===== src/rtl/mips_ctrl_pkg.sv =====
// mips_ctrl_pkg: shared encodings for the multicycle MIPS main controller.
package mips_ctrl_pkg;
  typedef enum logic [3:0] {
    S_FETCH, S_DECODE, S_MEMADR, S_MEMRD, S_MEMWB, S_MEMWR, S_EXECUTE,
    S_ALUWB, S_BRANCH, S_BRANCHNE, S_ADDIEX, S_ADDIWB, S_JUMP, S_ILLEGAL
  } state_t;
  typedef enum logic [1:0] {ALU_ADD, ALU_SUB, ALU_FUNCT} alu_op_t;
  localparam logic [5:0] OP_RTYPE = 6'b000000;
  localparam logic [5:0] OP_LW    = 6'b100011;
  localparam logic [5:0] OP_SW    = 6'b101011;
  localparam logic [5:0] OP_BEQ   = 6'b000100;
  localparam logic [5:0] OP_BNE   = 6'b000101;
  localparam logic [5:0] OP_ADDI  = 6'b001000;
  localparam logic [5:0] OP_J     = 6'b000010;
  localparam logic [5:0] FN_ADD   = 6'b100000;
  localparam logic [5:0] FN_SUB   = 6'b100010;
  localparam logic [5:0] FN_AND   = 6'b100100;
  localparam logic [5:0] FN_OR    = 6'b100101;
  localparam logic [5:0] FN_SLT   = 6'b101010;
  localparam logic [2:0] AC_ADD   = 3'b010;
  localparam logic [2:0] AC_SUB   = 3'b110;
  localparam logic [2:0] AC_AND   = 3'b000;
  localparam logic [2:0] AC_OR    = 3'b001;
  localparam logic [2:0] AC_SLT   = 3'b111;
  localparam logic [1:0] SRCB_B      = 2'b00;
  localparam logic [1:0] SRCB_FOUR   = 2'b01;
  localparam logic [1:0] SRCB_IMM    = 2'b10;
  localparam logic [1:0] SRCB_IMM_SH = 2'b11;
  localparam logic [1:0] PC_ALU    = 2'b00;
  localparam logic [1:0] PC_ALUOUT = 2'b01;
  localparam logic [1:0] PC_JUMP   = 2'b10;
endpackage


===== src/rtl/alu_op_decoder.sv =====
// alu_op_decoder: maps alu_op/funct to alu_control; funct_legal is valid regardless of alu_op.
module alu_op_decoder
  import mips_ctrl_pkg::*;
(
  input  alu_op_t     alu_op,
  input  logic [5:0]  funct,
  output logic [2:0]  alu_control,
  output logic        funct_legal
);
  logic [2:0] fn_ctl;
  always_comb begin
    fn_ctl = AC_ADD;
    funct_legal = 1'b1;
    case (funct)
      FN_ADD:  fn_ctl = AC_ADD;
      FN_SUB:  fn_ctl = AC_SUB;
      FN_AND:  fn_ctl = AC_AND;
      FN_OR:   fn_ctl = AC_OR;
      FN_SLT:  fn_ctl = AC_SLT;
      default: funct_legal = 1'b0;
    endcase
    alu_control = alu_op == ALU_SUB ? AC_SUB : alu_op == ALU_FUNCT ? fn_ctl : AC_ADD;
  end
endmodule


===== src/rtl/multicycle_control_fsm.sv =====
// multicycle_control_fsm: multicycle MIPS main controller with memory handshake, illegal trap and retire counter.
module multicycle_control_fsm
  import mips_ctrl_pkg::*;
#(
  parameter bit MEM_HANDSHAKE = 1'b1,
  parameter bit EN_ADDI       = 1'b1,
  parameter bit EN_JUMP       = 1'b1,
  parameter bit EN_BNE        = 1'b1,
  parameter int CNT_W         = 32
) (
  input  logic             clk,
  input  logic             reset,
  input  logic [5:0]       opcode,
  input  logic [5:0]       funct,
  input  logic             mem_ready,
  output logic             mem_req,
  output logic             i_or_d,
  output logic             mem_write,
  output logic             ir_write,
  output logic             reg_write,
  output logic             pc_write,
  output logic             mem_to_reg,
  output logic             reg_dest,
  output logic             alu_src_a,
  output logic             branch,
  output logic             branch_ne,
  output logic [1:0]       alu_src_b,
  output logic [1:0]       pc_src,
  output logic [2:0]       alu_control,
  output logic             illegal,
  output logic [CNT_W-1:0] retired
);
  state_t state, next;
  alu_op_t alu_op;
  logic funct_legal, mem_done, retire;
  logic mem_req_s, mem_write_s, ir_write_s, reg_write_s, pc_write_s, branch_s, branch_ne_s;
  alu_op_decoder u_dec (.alu_op(alu_op), .funct(funct), .alu_control(alu_control), .funct_legal(funct_legal));
  assign mem_done = !MEM_HANDSHAKE || mem_ready;
  // Every terminal state heads back to FETCH; nothing else does, so this marks retirement.
  assign retire = state != S_FETCH && next == S_FETCH;
  always_ff @(posedge clk or negedge reset)
    if (!reset) state <= S_FETCH;
    else state <= next;
  always_ff @(posedge clk or negedge reset)
    if (!reset) retired <= '0;
    else if (retire) retired <= retired + CNT_W'(1);
  always_comb begin
    next = state;
    case (state)
      S_FETCH:   next = mem_done ? S_DECODE : S_FETCH;
      S_DECODE:  next = (opcode == OP_LW || opcode == OP_SW)    ? S_MEMADR   :
                        (opcode == OP_RTYPE && funct_legal)     ? S_EXECUTE  :
                        opcode == OP_BEQ                        ? S_BRANCH   :
                        (EN_BNE && opcode == OP_BNE)            ? S_BRANCHNE :
                        (EN_ADDI && opcode == OP_ADDI)          ? S_ADDIEX   :
                        (EN_JUMP && opcode == OP_J)             ? S_JUMP     : S_ILLEGAL;
      S_MEMADR:  next = opcode == OP_LW ? S_MEMRD : S_MEMWR;
      S_MEMRD:   next = mem_done ? S_MEMWB : S_MEMRD;
      S_MEMWR:   next = mem_done ? S_FETCH : S_MEMWR;
      S_EXECUTE: next = S_ALUWB;
      S_ADDIEX:  next = S_ADDIWB;
      S_MEMWB, S_ALUWB, S_BRANCH, S_BRANCHNE, S_ADDIWB, S_JUMP: next = S_FETCH;
      default:   next = state;
    endcase
  end
  always_comb begin
    mem_req_s = 1'b0;
    mem_write_s = 1'b0;
    ir_write_s = 1'b0;
    reg_write_s = 1'b0;
    pc_write_s = 1'b0;
    branch_s = 1'b0;
    branch_ne_s = 1'b0;
    i_or_d = 1'b0;
    mem_to_reg = 1'b0;
    reg_dest = 1'b0;
    alu_src_a = 1'b0;
    alu_src_b = SRCB_B;
    pc_src = PC_ALU;
    alu_op = ALU_ADD;
    case (state)
      S_FETCH:    begin mem_req_s = 1'b1; alu_src_b = SRCB_FOUR; ir_write_s = mem_done; pc_write_s = mem_done; end
      S_DECODE:   alu_src_b = SRCB_IMM_SH;
      S_MEMADR, S_ADDIEX: begin alu_src_a = 1'b1; alu_src_b = SRCB_IMM; end
      S_MEMRD:    begin mem_req_s = 1'b1; i_or_d = 1'b1; end
      S_MEMWB:    begin reg_write_s = 1'b1; mem_to_reg = 1'b1; end
      S_MEMWR:    begin mem_req_s = 1'b1; i_or_d = 1'b1; mem_write_s = 1'b1; end
      S_EXECUTE:  begin alu_src_a = 1'b1; alu_op = ALU_FUNCT; end
      S_ALUWB:    begin reg_write_s = 1'b1; reg_dest = 1'b1; end
      S_BRANCH:   begin alu_src_a = 1'b1; alu_op = ALU_SUB; pc_src = PC_ALUOUT; branch_s = 1'b1; end
      S_BRANCHNE: begin alu_src_a = 1'b1; alu_op = ALU_SUB; pc_src = PC_ALUOUT; branch_ne_s = 1'b1; end
      S_ADDIWB:   reg_write_s = 1'b1;
      S_JUMP:     begin pc_src = PC_JUMP; pc_write_s = 1'b1; end
      default:    ;
    endcase
  end
  // Reset forces FETCH, so selects already match; only the strobes need masking.
  assign mem_req   = reset & mem_req_s;
  assign mem_write = reset & mem_write_s;
  assign ir_write  = reset & ir_write_s;
  assign reg_write = reset & reg_write_s;
  assign pc_write  = reset & pc_write_s;
  assign branch    = reset & branch_s;
  assign branch_ne = reset & branch_ne_s;
  assign illegal   = state == S_ILLEGAL;
endmodule


===== config.mk =====
export PLATFORM = sky130hd
export DESIGN_NAME = multicycle_control_fsm
export DESIGN_NICKNAME = d
export VERILOG_FILES = /design/src/rtl/mips_ctrl_pkg.sv /design/src/rtl/alu_op_decoder.sv /design/src/rtl/multicycle_control_fsm.sv
export SDC_FILE = /design/constraint.sdc
export NUM_CORES = 1
export LEC_CHECK = 0
export BUFFER_PORTS_ARGS = -buffer_cell sky130_fd_sc_hd__clkbuf_2
export CAP_MARGIN = 0
export CORE_MARGIN = 5
export CORE_UTILIZATION = 55
export DETAILED_ROUTE_END_ITERATION = 12
export GPL_TIMING_DRIVEN = 0
export PLACE_DENSITY_LB_ADDON = 0.25
export SLEW_MARGIN = 10
export SYNTH_ARGS = -nofsm -noshare
export SYNTH_HDL_FRONTEND = slang
export SYNTH_HIERARCHICAL = 1
export SYNTH_SLANG_ARGS = --single-unit

===== constraint.sdc =====
create_clock -name clk -period 6.41 [get_ports clk]
set_clock_uncertainty 0.1 [all_clocks]
set_input_delay 0.641 -clock clk [delete_from_list [all_inputs] [get_ports clk]]
set_output_delay 0.641 -clock clk [all_outputs]
set_load 0.01 [all_outputs]

; Word level (Yosys, flattened, before mapping)
; Cells that the tools add are included.
[classes]
addsub = 1
n_eq_ne = 26
mux = 29
bitwise_logic = 7
reduce_logical = 15
[op_table]
columns = operator, n
row1 = $eq 6x6->1 const B, 7
row2 = $add 32x1->32 const B, 1
row3 = $pmux 4 s8, 1
row4 = $eq 4x4->1 const B, 6
row5 = $mux 3, 8
row6 = $eq 4x3->1 const B, 4
row7 = $mux 1, 13
row8 = $eq 6x3->1 const B, 2
row9 = $pmux 3 s4, 1
row10 = $reduce_or 5->1, 2
row11 = $eq 4x2->1 const B, 2
row12 = $logic_not 4->1, 2
row13 = $mux 4, 2
row14 = $pmux 2 s2, 2
row15 = $and 1x1->1, 7
row16 = $eq 6x2->1 const B, 1
row17 = $eq 6x4->1 const B, 1
row18 = $logic_not 6->1, 1
row19 = $pmux 2 s3, 1
row20 = $reduce_or 2->1, 3
row21 = $reduce_or 3->1, 2
row22 = $reduce_or 6->1, 1
row23 = $eq 4x1->1 const B, 1
row24 = $reduce_bool 4->1, 1
row25 = other kinds (5), 6
[word_totals]
ff_bits = 36
inputBits = 15
out_inout_bits = 51
word_cells = 80

; Depth between registers and ports, before layout
; Gate-level depths: netlist of the first run.
[depth]
ltp_word = 10
depth_mapped = 8
depth_no_buf = 7

; Modules after synthesis
; Netlist of the first run, hierarchy kept.
[modules_own_cells]
columns = mod, instances, cells_each, area_each_um2, seq_area_each_um2
row1 = multicycle_control_fsm, 1, 218, 2075.7, 900.9
row2 = alu_op_decoder, 1, 12, 121.4, 0.0

; Worst setup path after synthesis of the first run
; No wires, ideal clock.
[synth_path]
kind = in2reg
start = input port funct[2]
end = register retired[3]
setup_time_ps = 126
arrival_ps = 2402
required_ps = 6184
slack_ps = 3782
stages = 8
path_buffers = 1
path_cell_list = mux2_4 > nor4b_4 > nand3_1 > a221o_1 > nor4_4 > buf_6 > nand4_1 > xnor2_1
[synth_between]
elab_chain_len = 9
elab_cells_between_ends = 13
cone_classes = 5 x eq/ne / 4 x mux / 4 x reduce/logical
[synth_rtl]
columns = item, line_no
row1 = from (decl), multicycle_control_fsm.sv:14  ; input logic [5:0] funct,
row2 = $eq 6x6->1, alu_op_decoder.sv:14  ; case (funct)
row3 = $reduce_or 5->1 (no source line) *, n/a
row4 = $mux 1 *, alu_op_decoder.sv:14
row5 = via funct_legal, multicycle_control_fsm.sv:35  ; logic funct_legal, mem_done, retire;
row6 = $logic_and 1x1->1 *, multicycle_control_fsm.sv:52  ; (opcode == OP_RTYPE && funct_legal) ? S_EXECUTE :
row7 = $mux 4 *, multicycle_control_fsm.sv:52
row8 = $mux 4 *, multicycle_control_fsm.sv:51  ; S_DECODE: next = (opcode == OP_LW || opcode == OP_SW) ? S_MEMADR :
row9 = $pmux 4 s8 *, multicycle_control_fsm.sv:49  ; case (state)
row10 = $logic_not 4->1 *, multicycle_control_fsm.sv:40  ; assign retire = state != S_FETCH && next == S_FETCH;
row11 = $logic_and 1x1->1 *, multicycle_control_fsm.sv:40
row12 = to (signal assigned), multicycle_control_fsm.sv:46  ; else if (retire) retired <= retired + CNT_W'(1);
row13 = to (decl), multicycle_control_fsm.sv:31  ; output logic [CNT_W-1:0] retired
; The timed path passes the listed nets; every way through them passes the cells marked *.
; A chain may end at the register's enable or synchronous reset.

; Worst setup path in the final report of the first run
[layout_path]
start = input port funct[2]
end = register retired[23]
; The elaborated chain is that of the path after synthesis.

==> results of run 1 <==
## layer usage
layer / vias to the layer above / routed length, um / GRT usage, %
li1: 975 / - / -
met5: - / 0 / 0
met3: 7 / 296 / 5.10
met1: 939 / 2220 / 26.7
met2: 48 / 2490 / 34.7
met4: 0 / 54 / 5.12
## state kept, by name, summed over array words and instances, names as in the netlist
signal and count:
state 4, retired 32
## cell families after synthesis
family / Yosys count
xor+xnor: 32
compound gates: 25
simple gates: 121
flops: 36
buf+inv: 13
fa+ha+maj: 1
mux: 2
## final cells by class
class                      count  share of cell area, %
buffer                         9                   2.06
clock buffer                   5                   2.57
clock inverter                 3                  0.702
inverter                       4                  0.562
multi-input combinational    181                   45.9
sequential                    36                   33.7
tap                           50                   2.34
timing repair buffer          65                   12.2
## placed cells by master (no fill, tap or decap), types with 2 or more instances in the layout
| cell | synthesis | final |
|---|---|---|
| clkbuf_2 | 0 | 65 |
| dfrtp_1 | 36 | 36 |
| xnor2_1 | 30 | 30 |
| nand2_1 | 22 | 22 |
| nor2_1 | 19 | 19 |
| nand4_1 | 17 | 17 |
| nand3_1 | 11 | 11 |
| nor3_1 | 9 | 9 |
| and3_1 | 9 | 9 |
| nand2b_1 | 7 | 7 |
| nor2b_1 | 6 | 6 |
| a21oi_1 | 6 | 6 |
| and2_1 | 5 | 5 |
| clkbuf_8 | 0 | 5 |
| clkbuf_1 | 4 | 4 |
| nor3b_1 | 4 | 4 |
| inv_1 | 4 | 4 |
| o21ai_0 | 3 | 3 |
| buf_2 | 2 | 2 |
| a211o_1 | 2 | 2 |
| nor4_4 | 2 | 2 |
| buf_6 | 2 | 2 |
| xor2_1 | 2 | 2 |
| clkinv_2 | 0 | 2 |
| and4bb_2 | 2 | 2 |
## power by group
part,switching (mW),internal [mW],leakage [nW],total [mW]
sequential,0.0416,0.257,0.488,0.299
clock,0.0828,0.0756,0.0479,0.158
combinational,0.231,0.171,0.725,0.402
## worst max-delay path by stage
stage | to | depth (start not counted) | slack [ns]
4_1_cts | retired[23] | 8 | 3.59
3_5_place_dp | retired[23] | 8 | 3.30
3_3_place_gp | retired[25] | 8 | 3.35
6_report | retired[23] | 8 | 3.62
5_1_grt | retired[25] | 8 | 3.41
2_1_floorplan | retired[3] | 8 | 3.78
## metrics by stage
step | total power, mW | cells | area (um2) | utilization [%]
after floorplan | 0.581 | 230 | 2200 | -
after global placement | 0.698 | 345 | 2580 | 65.6
after detailed placement | 0.707 | 345 | 2580 | 65.6
after CTS | 0.867 | 353 | 2670 | 67.8
after global routing | 0.922 | 353 | 2670 | 67.8
final | 0.859 | 353 | 2670 | 67.8
## critical path, cell delays in order
cell      delay (ns)
clkbuf_2        0.13
mux2_4          0.32
nor4b_4         0.21
nand3_1         0.18
a221o_1         0.42
nor4_4          0.61
nand3_1         0.18
xnor2_1         0.17
==> metrics.yaml, run 1 <==
status: "complete, no violations"
maxSlewViolCount: 0
maxCapViolCount: 0
synthDistinctLibCells: 48
n_fill_cell: 353
min_from: "retired[31]"
core_um2: 3940
grt_pass1_wl_um: 8710
worst_pin_slew_ns: 0.952
cts-root-buf: "clkbuf_8"
fin_ws_ns: 3.62
synth_area_um2: 2200
grt_setup_unrepaired: "no"
wl_um: 5060
multiInputGateArea_um2: 1230
max_freq_mhz: 359
netlist_top_cells_count: "36 x dfrtp_1, 30 x xnor2_1, 22 x nand2_1"
synth_top_cell_by_area: "dfrtp_1"
avgRoutedWirePerCell_um: 14.3
cts_buffers: 5
drc_errors: 0
synth_edf_count: 0
h-tree-depth: 2
final-seq-area_um2: 901
min_period_ns: 2.79
rows: 23
synth_warnings: 6
synth_flop_cell: "dfrtp_1"
num_vias: 1969
antenna_left: 0
worstPathRequired_ns: 6.48
die_w_um: 73.2
synthSimpleGateAreaFrac_pct: 32.6
gp_congestion: 0.915
cts_resized: 0
postSynthAreaPerCell_um2: 9.55
grt-ovfl-total: 0
hpwlAfterDp_um: 3870
drt_iter0_drc: 91
n_antenna_cell: 0
antenna_found_initial: 0
die_h_um: 73.2
ir_drop_mv: 0.254
synth-xor-area-share_pct: 12.8
cts-hold-fix-buffers: 0
drt-vias-per-instance: 5.58
whs_ns: 0.371
synth_top_family_by_area: "simple AND/OR/NAND/NOR gates"
netlist_top_cells_area: "dfrtp_1 41%, xnor2_1 12%, nand4_1 4.8%"
post-route-period-util_pct: 43.5
synthCells: 230
p_leak_nw: 1.26
synth-seq-cells: 36
cts_tree: "built"
start_util_pct: 55.7
cp-end-kind: "flop"
hold_end: "retired[31]"
clock_sinks: 36
path_clk_slew_ns: 0.07
hold_viol_final: 0
dr.pass1.iters: 4
ioPinCount: 66
rr_worst_depth: 7
place_ws_ns: 3.30
hold_path_class: "flop to flop"
r2r_start: "state[0]"
fin_setup_tns_ns: 0
grt_pass1_vias: 1868
area_growth_syn_to_layout_pct: 21.6
critical_path_class: "input pin to flop"
fp.dieArea_um2: 5360
drive_gt1_share_pct: 29.0
synthMuxAreaShare_pct: 1.20
portBuffers: 65
synth-seq-area-share_pct: 41.0
grt.total_usage_pct: 20.7
min_path_cells: 1
cp-start-kind: "input pin"
cp_max_fo: 10
p_per_area_nw_per_um2: 321
grt_max_degree: 41
cts_setup_buffers: 0
syn_nets: 246
synth-adder-area-share_pct: 0.569
fin_nets: 318
synth_compound_area_share_pct: 8.71
reg2reg_slack_ns: 3.93
synth_top_area_share_pct: 41.0
clkLatencyLatePin_ns: 0.29
setup_viol: 0
synth_async_sr_flop_share_pct: 100
reg2reg_to: "retired[23]"
startpoint: "funct[2]"
relSlewSlack_pct: 36.6
clockBufferDepth: 2
cp.arrival_ns: 2.86
yosysMostFrequentCell: "dfrtp_1"
No activity file was read; power rests on OpenSTA's default activity.
==> run 2: changes to the inputs <==
ABC_AREA = 1   (was unset)
CORE_UTILIZATION = 49   (was 55)
clock period = 2.2 ns   (was 6.41 ns; I/O delays follow)
==> metrics.yaml, run 2 <==
rows: 27  # was 23
cts_tree: "built"  # unchanged
drc_errors: 0  # unchanged
h-tree-depth: 2  # unchanged
worstPathRequired_ns: 2.29  # was 6.48 ns
drt-vias-per-instance: 5.14  # was 5.58
cp-end-kind: "flop"  # unchanged
min_period_ns: 2.01
netlist_top_cells_area: "dfrtp_1 32%, nand2_1 25%, nor2_1 11%"  # was dfrtp_1 41%, xnor2_1 12%, nand4_1 4.8%
area_growth_syn_to_layout_pct: 17.7  # was 21.6%
fin_setup_tns_ns: 0  # unchanged
final_common_cell: "nand2_1"  # was clkbuf_2
relSlewSlack_pct: 40.2  # was 36.6%
ir_drop_mv: 0.246  # was 0.254 mV
path_clk_slew_ns: 0.08  # was 0.07 ns
hpwlAfterDp_um: 6150  # was 3870 um
die_h_um: 86.2  # was 73.2 um
cp-start-kind: "flop"  # was input pin
final_cell_mix: "188 x nand2_1, 80 x nor2_1, 64 x clkbuf_2"  # was 65 x clkbuf_2, 36 x dfrtp_1, 30 x xnor2_1
setup_viol: 0  # unchanged
synth_flop_cell: "dfrtp_1"  # unchanged
dpl.cell_count: 604  # was 345
p_leak_nw: 1.80  # was 1.26 nW
synth-seq-cells: 36  # unchanged
drive_gt1_share_pct: 17.8  # was 29.0%
grt.total_usage_pct: 22.0  # was 20.7%
antenna_left: 0  # unchanged
grt_setup_unrepaired: "no"  # unchanged
gp_congestion: 0.929  # was 0.915
ioPinCount: 66  # unchanged
avgRoutedWirePerCell_um: 13.0  # was 14.3 um
synth_warnings: 6  # unchanged
p_per_area_nw_per_um2: 353  # was 321 nW/um2
cp.arrival_ns: 2.09  # was 2.86 ns
netlist_top_cells_count: "188 x nand2_1, 83 x nor2_1, 51 x nand3_1"  # was 36 x dfrtp_1, 30 x xnor2_1, 22 x nand2_1
portBuffers: 65  # unchanged
synth_async_sr_flop_share_pct: 100  # unchanged
synthDistinctLibCells: 26  # was 48
max_freq_mhz: 498
reg2reg_to: "retired[28]"  # was retired[23]
grt-ovfl-total: 0  # unchanged
whs_ns: -0.0484  # was 0.371 ns
synth_top_area_share_pct: 31.7  # was 41.0%
grt_pass1_vias: 2739  # was 1868
core_um2: 5570  # was 3940 um2
grt_pass1_wl_um: 13000  # was 8710 um
num_vias: 3142  # was 1969
synth-seq-area-share_pct: 31.7  # was 41.0%
yosysMostFrequentCell: "nand2_1"  # was dfrtp_1
clkLatencyLatePin_ns: 0.29  # about the same
fin_nets: 555  # was 318
maxSlewViolCount: 0  # unchanged
dr.pass1.iters: 5  # was 4
cp_max_fo: 7  # was 10
largestRegisters: "retired: 32 flops, state: 4 flops"  # unchanged
clockBufferDepth: 2  # unchanged
clock_sinks: 36  # unchanged
antenna_found_initial: 0  # unchanged
synth_edf_count: 0  # unchanged
die_w_um: 86.2  # was 73.2 um
final_cell_count_no_fill: 611  # was 353
status: "complete, but fails checks"  # was complete, no violations
r2r_start: "retired[0]"  # was state[0]
maxCapViolCount: 0  # unchanged
regMostFlops: "retired"  # unchanged
largest_reg_flops: 32  # unchanged
worst_pin_slew_ns: 0.897  # was 0.952 ns
drt_iter0_drc: 187  # was 91
rr_worst_depth: 10  # was 7
reg2reg_slack_ns: 0.19  # was 3.93 ns
n_antenna_cell: 0  # unchanged
synth_top_cell_by_area: "dfrtp_1"  # unchanged
post-route-period-util_pct: 91.3
hold_viol_final: 36  # was 0
violations: "hold timing"
grt_max_degree: 40  # was 41
fp.dieArea_um2: 7420  # was 5360 um2
postSynthAreaPerCell_um2: 6.08  # was 9.55 um2
start_util_pct: 51.0  # was 55.7%
synth_area_um2: 2840  # was 2200 um2
critical_path_class: "flop to flop"  # was input pin to flop
wl_um: 7920  # was 5060 um
synthCells: 467  # was 230
hold_path_class: "input pin to asynchronous set/reset pin"  # was flop to flop
cts-root-buf: "clkbuf_8"  # unchanged
cts_buffers: 5  # unchanged
syn_nets: 483  # was 246
-- run 2: cell count changes after synthesis, moves of 6 or more --
cell / before / now
and3_1: 9 / 0
inv_1: 4 / 37
nand2_1: 22 / 188
nand2b_1: 7 / 0
nand3_1: 11 / 51
nand3b_1: 0 / 14
nand4_1: 17 / 6
nor2_1: 19 / 83
nor2b_1: 6 / 0
xnor2_1: 30 / 4
xor2_1: 2 / 11
-- run 2: routing by layer --
metal / up-vias / wire, um / global-route usage (%)
met5: - / 0 / 0
met4: 0 / 70 / 5.90
met3: 8 / 676 / 3.55
met2: 135 / 3520 / 34.6
met1: 1398 / 3650 / 31.3
li1: 1601 / - / -
-- run 2: worst max-delay path by stage --
stage          startpoint           to  slack (ns)  cells after the start
4_1_cts        retired[0]  retired[28]        0.04                     10
3_3_place_gp   retired[0]  retired[28]         0.1                     10
2_1_floorplan  retired[0]  retired[28]        0.45                     10
6_report       retired[0]  retired[28]        0.19                     10
5_1_grt             reset       branch        0.03                      4
3_5_place_dp   retired[0]  retired[28]        0.06                     10
-- run 2: kinds of logic after synthesis --
family | Yosys count | share of synthesized area [%]
AND/OR/NAND/NOR | 355 | 53.2
XOR/XNOR | 15 | 4.62
flip-flops | 36 | 31.7
AO/OA/AOI/OAI | 10 | 1.98
buffers and inverters | 50 | 8.06
adder cells (fa/ha/maj) | 1 | 0.440
-- run 2: worst max-delay path: stages (launching register included) --
cell     delay [ns]
dfrtp_1        0.49
ha_1           0.31
inv_1          0.10
nor2_2         0.25
inv_1          0.08
nor2_2         0.23
nand2_1        0.09
nand2_1        0.06
nand2_1        0.05
nand3_1        0.09
nand2_1        0.06
-- run 2: what timing repair did --
action | CTS | global route
resized for setup | 0 | 4
hold buffers | 0 | 0
buffers inserted | 0 | 0
endpoints found under the setup margin | 0 | 6
-- run 2: power breakdown --
part | switching (mW) | internal, mW | total [mW]
Combinational | 0.0400 | 0.0163 | 0.0564
Sequential | 0 | 0.661 | 0.661
Clock | 0.249 | 0.215 | 0.464
-- run 2: area by class of cell --
cell class | count | area [um2]
Buffer | 10 | 78.8
Clock inverter | 2 | 12.5
Sequential cell | 36 | 901
Fill cell | 554 | 2230
Clock buffer | 5 | 68.8
Inverter | 40 | 150
Multi-Input combinational cell | 381 | 1720
Tap cell | 72 | 90.1
Timing Repair Buffer | 65 | 325
-- run 2: through the flow --
| step | cell area [um2] | hold WS [ns] | worst slack, ns | util (%) | power [mW] |
|---|---|---|---|---|---|
| floorplan | 2840 | -0.176 | 0.450 | - | 0.695 |
| global placement | 3260 | 0.310 | 0.0981 | 58.4 | 0.728 |
| detailed placement | 3260 | 0.336 | 0.0554 | 58.4 | 0.731 |
| CTS | 3340 | 0.0206 | 0.0378 | 59.9 | 1.20 |
| global route | 3350 | 0.0320 | 0.0270 | 60.0 | 1.23 |
| finish | 3350 | -0.0484 | 0.192 | 60.0 | 1.18 |
==> run 3: changes to the inputs <==
REMOVE_ABC_BUFFERS = 1   (was unset)
TNS_END_PERCENT = 30   (was unset)
==> metrics.yaml, run 3 (synthesis gave the netlist of run 2 again) <==
drt_iter0_drc: 188  # was 187
met1_usage_pct: 29.8  # was 31.3%
antenna_found_initial: 0  # unchanged
die_h_um: 86.2  # unchanged
rr_worst_depth: 8  # was 10
hold_viol_final: 36  # unchanged
maxCapViolCount: 0  # unchanged
crit_buf_inv: 2  # unchanged
drt-vias-per-instance: 5.22  # was 5.14
n_antenna_cell: 0  # unchanged
crit_top_cell: "nand3_1"  # was nand2_1
cts-root-buf: "clkbuf_8"  # unchanged
final_cell_mix: "188 x nand2_1, 82 x nor2_1, 64 x clkbuf_2"  # was 188 x nand2_1, 80 x nor2_1, 64 x clkbuf_2
post-route-period-util_pct: 93.2  # was 91.3%
drive_gt1_share_pct: 16.7  # was 17.8%
regMostFlops: "retired"  # unchanged
gp_congestion: 0.909  # was 0.929
hpwlAfterDp_um: 5630  # was 6150 um
fp.dieArea_um2: 7420  # unchanged
grt_pass1_wl_um: 13500  # was 13000 um
cp-start-kind: "flop"  # unchanged
largest_reg_flops: 32  # unchanged
path_clk_slew_ns: 0.08  # about the same
relSlewSlack_pct: 43.4  # was 40.2%
dr.pass1.iters: 5  # unchanged
cp-end-kind: "flop"  # unchanged
final_cell_count_no_fill: 606  # was 611
ir_drop_mv: 0.356  # was 0.246 mV
p_per_area_nw_per_um2: 391  # was 353 nW/um2
avgRoutedWirePerCell_um: 13.0  # about the same
use_met2_pct: 37.1  # was 34.6%
hold_path_class: "input pin to asynchronous set/reset pin"  # unchanged
path_depth: 8  # was 10
crit_slowest_cell: "dfrtp_1"  # unchanged
critical_path_class: "flop to flop"  # unchanged
wl_um: 7870  # was 7920 um
total_power_mw: 1.31  # was 1.18 mW
cp.arrival_ns: 2.18  # was 2.09 ns
fin_ws_ns: 0.150  # was 0.192 ns
p_leak_nw: 1.76  # was 1.80 nW
utilization_pct: 59.9  # was 60.0%
grt_setup_unrepaired: "no"  # unchanged
grt_pass1_vias: 2920  # was 2739
ioPinCount: 66  # unchanged
crit_path_max_incr_delay_ns: 0.47  # was 0.49 ns
worst_pin_slew_ns: 0.849  # was 0.897 ns
antenna_left: 0  # unchanged
setup_viol: 0  # unchanged
dpl.cell_count: 594  # was 604
max_freq_mhz: 488  # was 498 MHz
portBuffers: 65  # unchanged
worstPathRequired_ns: 2.33  # was 2.29 ns
clockBufferDepth: 2  # unchanged
grt.busiest_layer: "met2"  # unchanged
grt.total_usage_pct: 22.4  # was 22.0%
core_um2: 5570  # unchanged
fin_nets: 549  # was 555
whs_ns: -0.0662  # was -0.0484 ns
cts_tree: "built"  # unchanged
grt-ovfl-total: 0  # unchanged
largestRegisters: "retired: 32 flops, state: 4 flops"  # unchanged
placed_area_um2: 3180  # was 3260 um2
clock_sinks: 36  # unchanged
use_met3_pct: 3.84  # was 3.55%
reg2reg_slack_ns: 0.15  # was 0.19 ns
place_ws_ns: -0.339  # was 0.0554 ns
h-tree-depth: 2  # unchanged
r2r_start: "state[1]"  # was retired[0]
cts_buffers: 5  # unchanged
area_growth_syn_to_layout_pct: 17.5  # was 17.7%
violations: "hold timing"  # unchanged
status: "complete, but fails checks"  # unchanged
min_period_ns: 2.05  # was 2.01 ns
drc_errors: 0  # unchanged
path_cells: "nor2_1 > inv_1 > a21oi_1 > nand3_1 > nor2_4 > buf_4 > nand3_1 > nand2_1"  # was ha_1 > inv_1 > nor2_2 > inv_1 > nor2_2 > nand2_1 > nand2_1 > nand2_1 > nand3_1 > nand2_1
reg2reg_to: "retired[6]"  # was retired[28]
cp_max_fo: 16  # was 7
grt_max_degree: 40  # unchanged
path_delay_family: "simple AND/OR/NAND/NOR gates"  # unchanged
rows: 27  # unchanged
clkLatencyLatePin_ns: 0.29  # about the same
num_vias: 3164  # was 3142
maxSlewViolCount: 0  # unchanged
fin_area_um2: 3340  # was 3350 um2
die_w_um: 86.2  # unchanged
fin_setup_tns_ns: 0  # unchanged
final_common_cell: "nand2_1"  # unchanged
start_util_pct: 51.0  # unchanged
==> run 3: cell types whose count changed in the layout (fill, tap and decap cells not counted) <==
cell / change
buf_4: -2
nor2_2: -2
bufinv_16: +1
nand2_8: +1
nor2_1: +2
buf_6: -3
nor2_4: +2
buf_2: -3
nand2_4: -1
==> run 3: cell type report <==
class                   instances  area [um2]
fillers                       573        2240
inverters                      40         150
clock buffers                   5        68.8
multi-input cells             383        1750
flip-flops and latches         36         901
repair buffers                 67         340
well taps                      72        90.1
clock inverters                 3        42.5
==> run 3: metal layers <==
| layer | part of all wire (%) | wire length [um] |
|---|---|---|
| met1 | 46 | 3590 |
| met2 | 46 | 3620 |
| met3 | 6.8 | 532 |
| met4 | 1.6 | 129 |
| met5 | 0 | 0 |
==> run 3: what timing repair did <==
| action | 4_1_cts | 5_1_grt |
|---|---|---|
| endpoints found under the setup margin | 32 | 23 |
| resized for setup | 0 | 5 |
| hold buffers | 0 | 0 |
| buffers inserted | 2 | 0 |
| pin swaps | 2 | 0 |
| cloned | 2 | 0 |
==> run 3: where the power goes <==
group	total, mW	switching (mW)	internal (mW)	leakage [nW]
Combinational	0.0560	0.0397	0.0163	1.23
Clock	0.588	0.253	0.335	0.0541
Sequential	0.661	0	0.661	0.482
==> run 3: how the worst max path moves through the flow <==
stage,start,slack [ns],to
floorplan,state[1],0.18,retired[0]
global placement,state[1],-0.31,retired[29]
detailed placement,funct[0],-0.34,retired[6]
CTS,state[1],0.02,retired[7]
global route,retired[0],0.03,retired[31]
finish,state[1],0.15,retired[6]
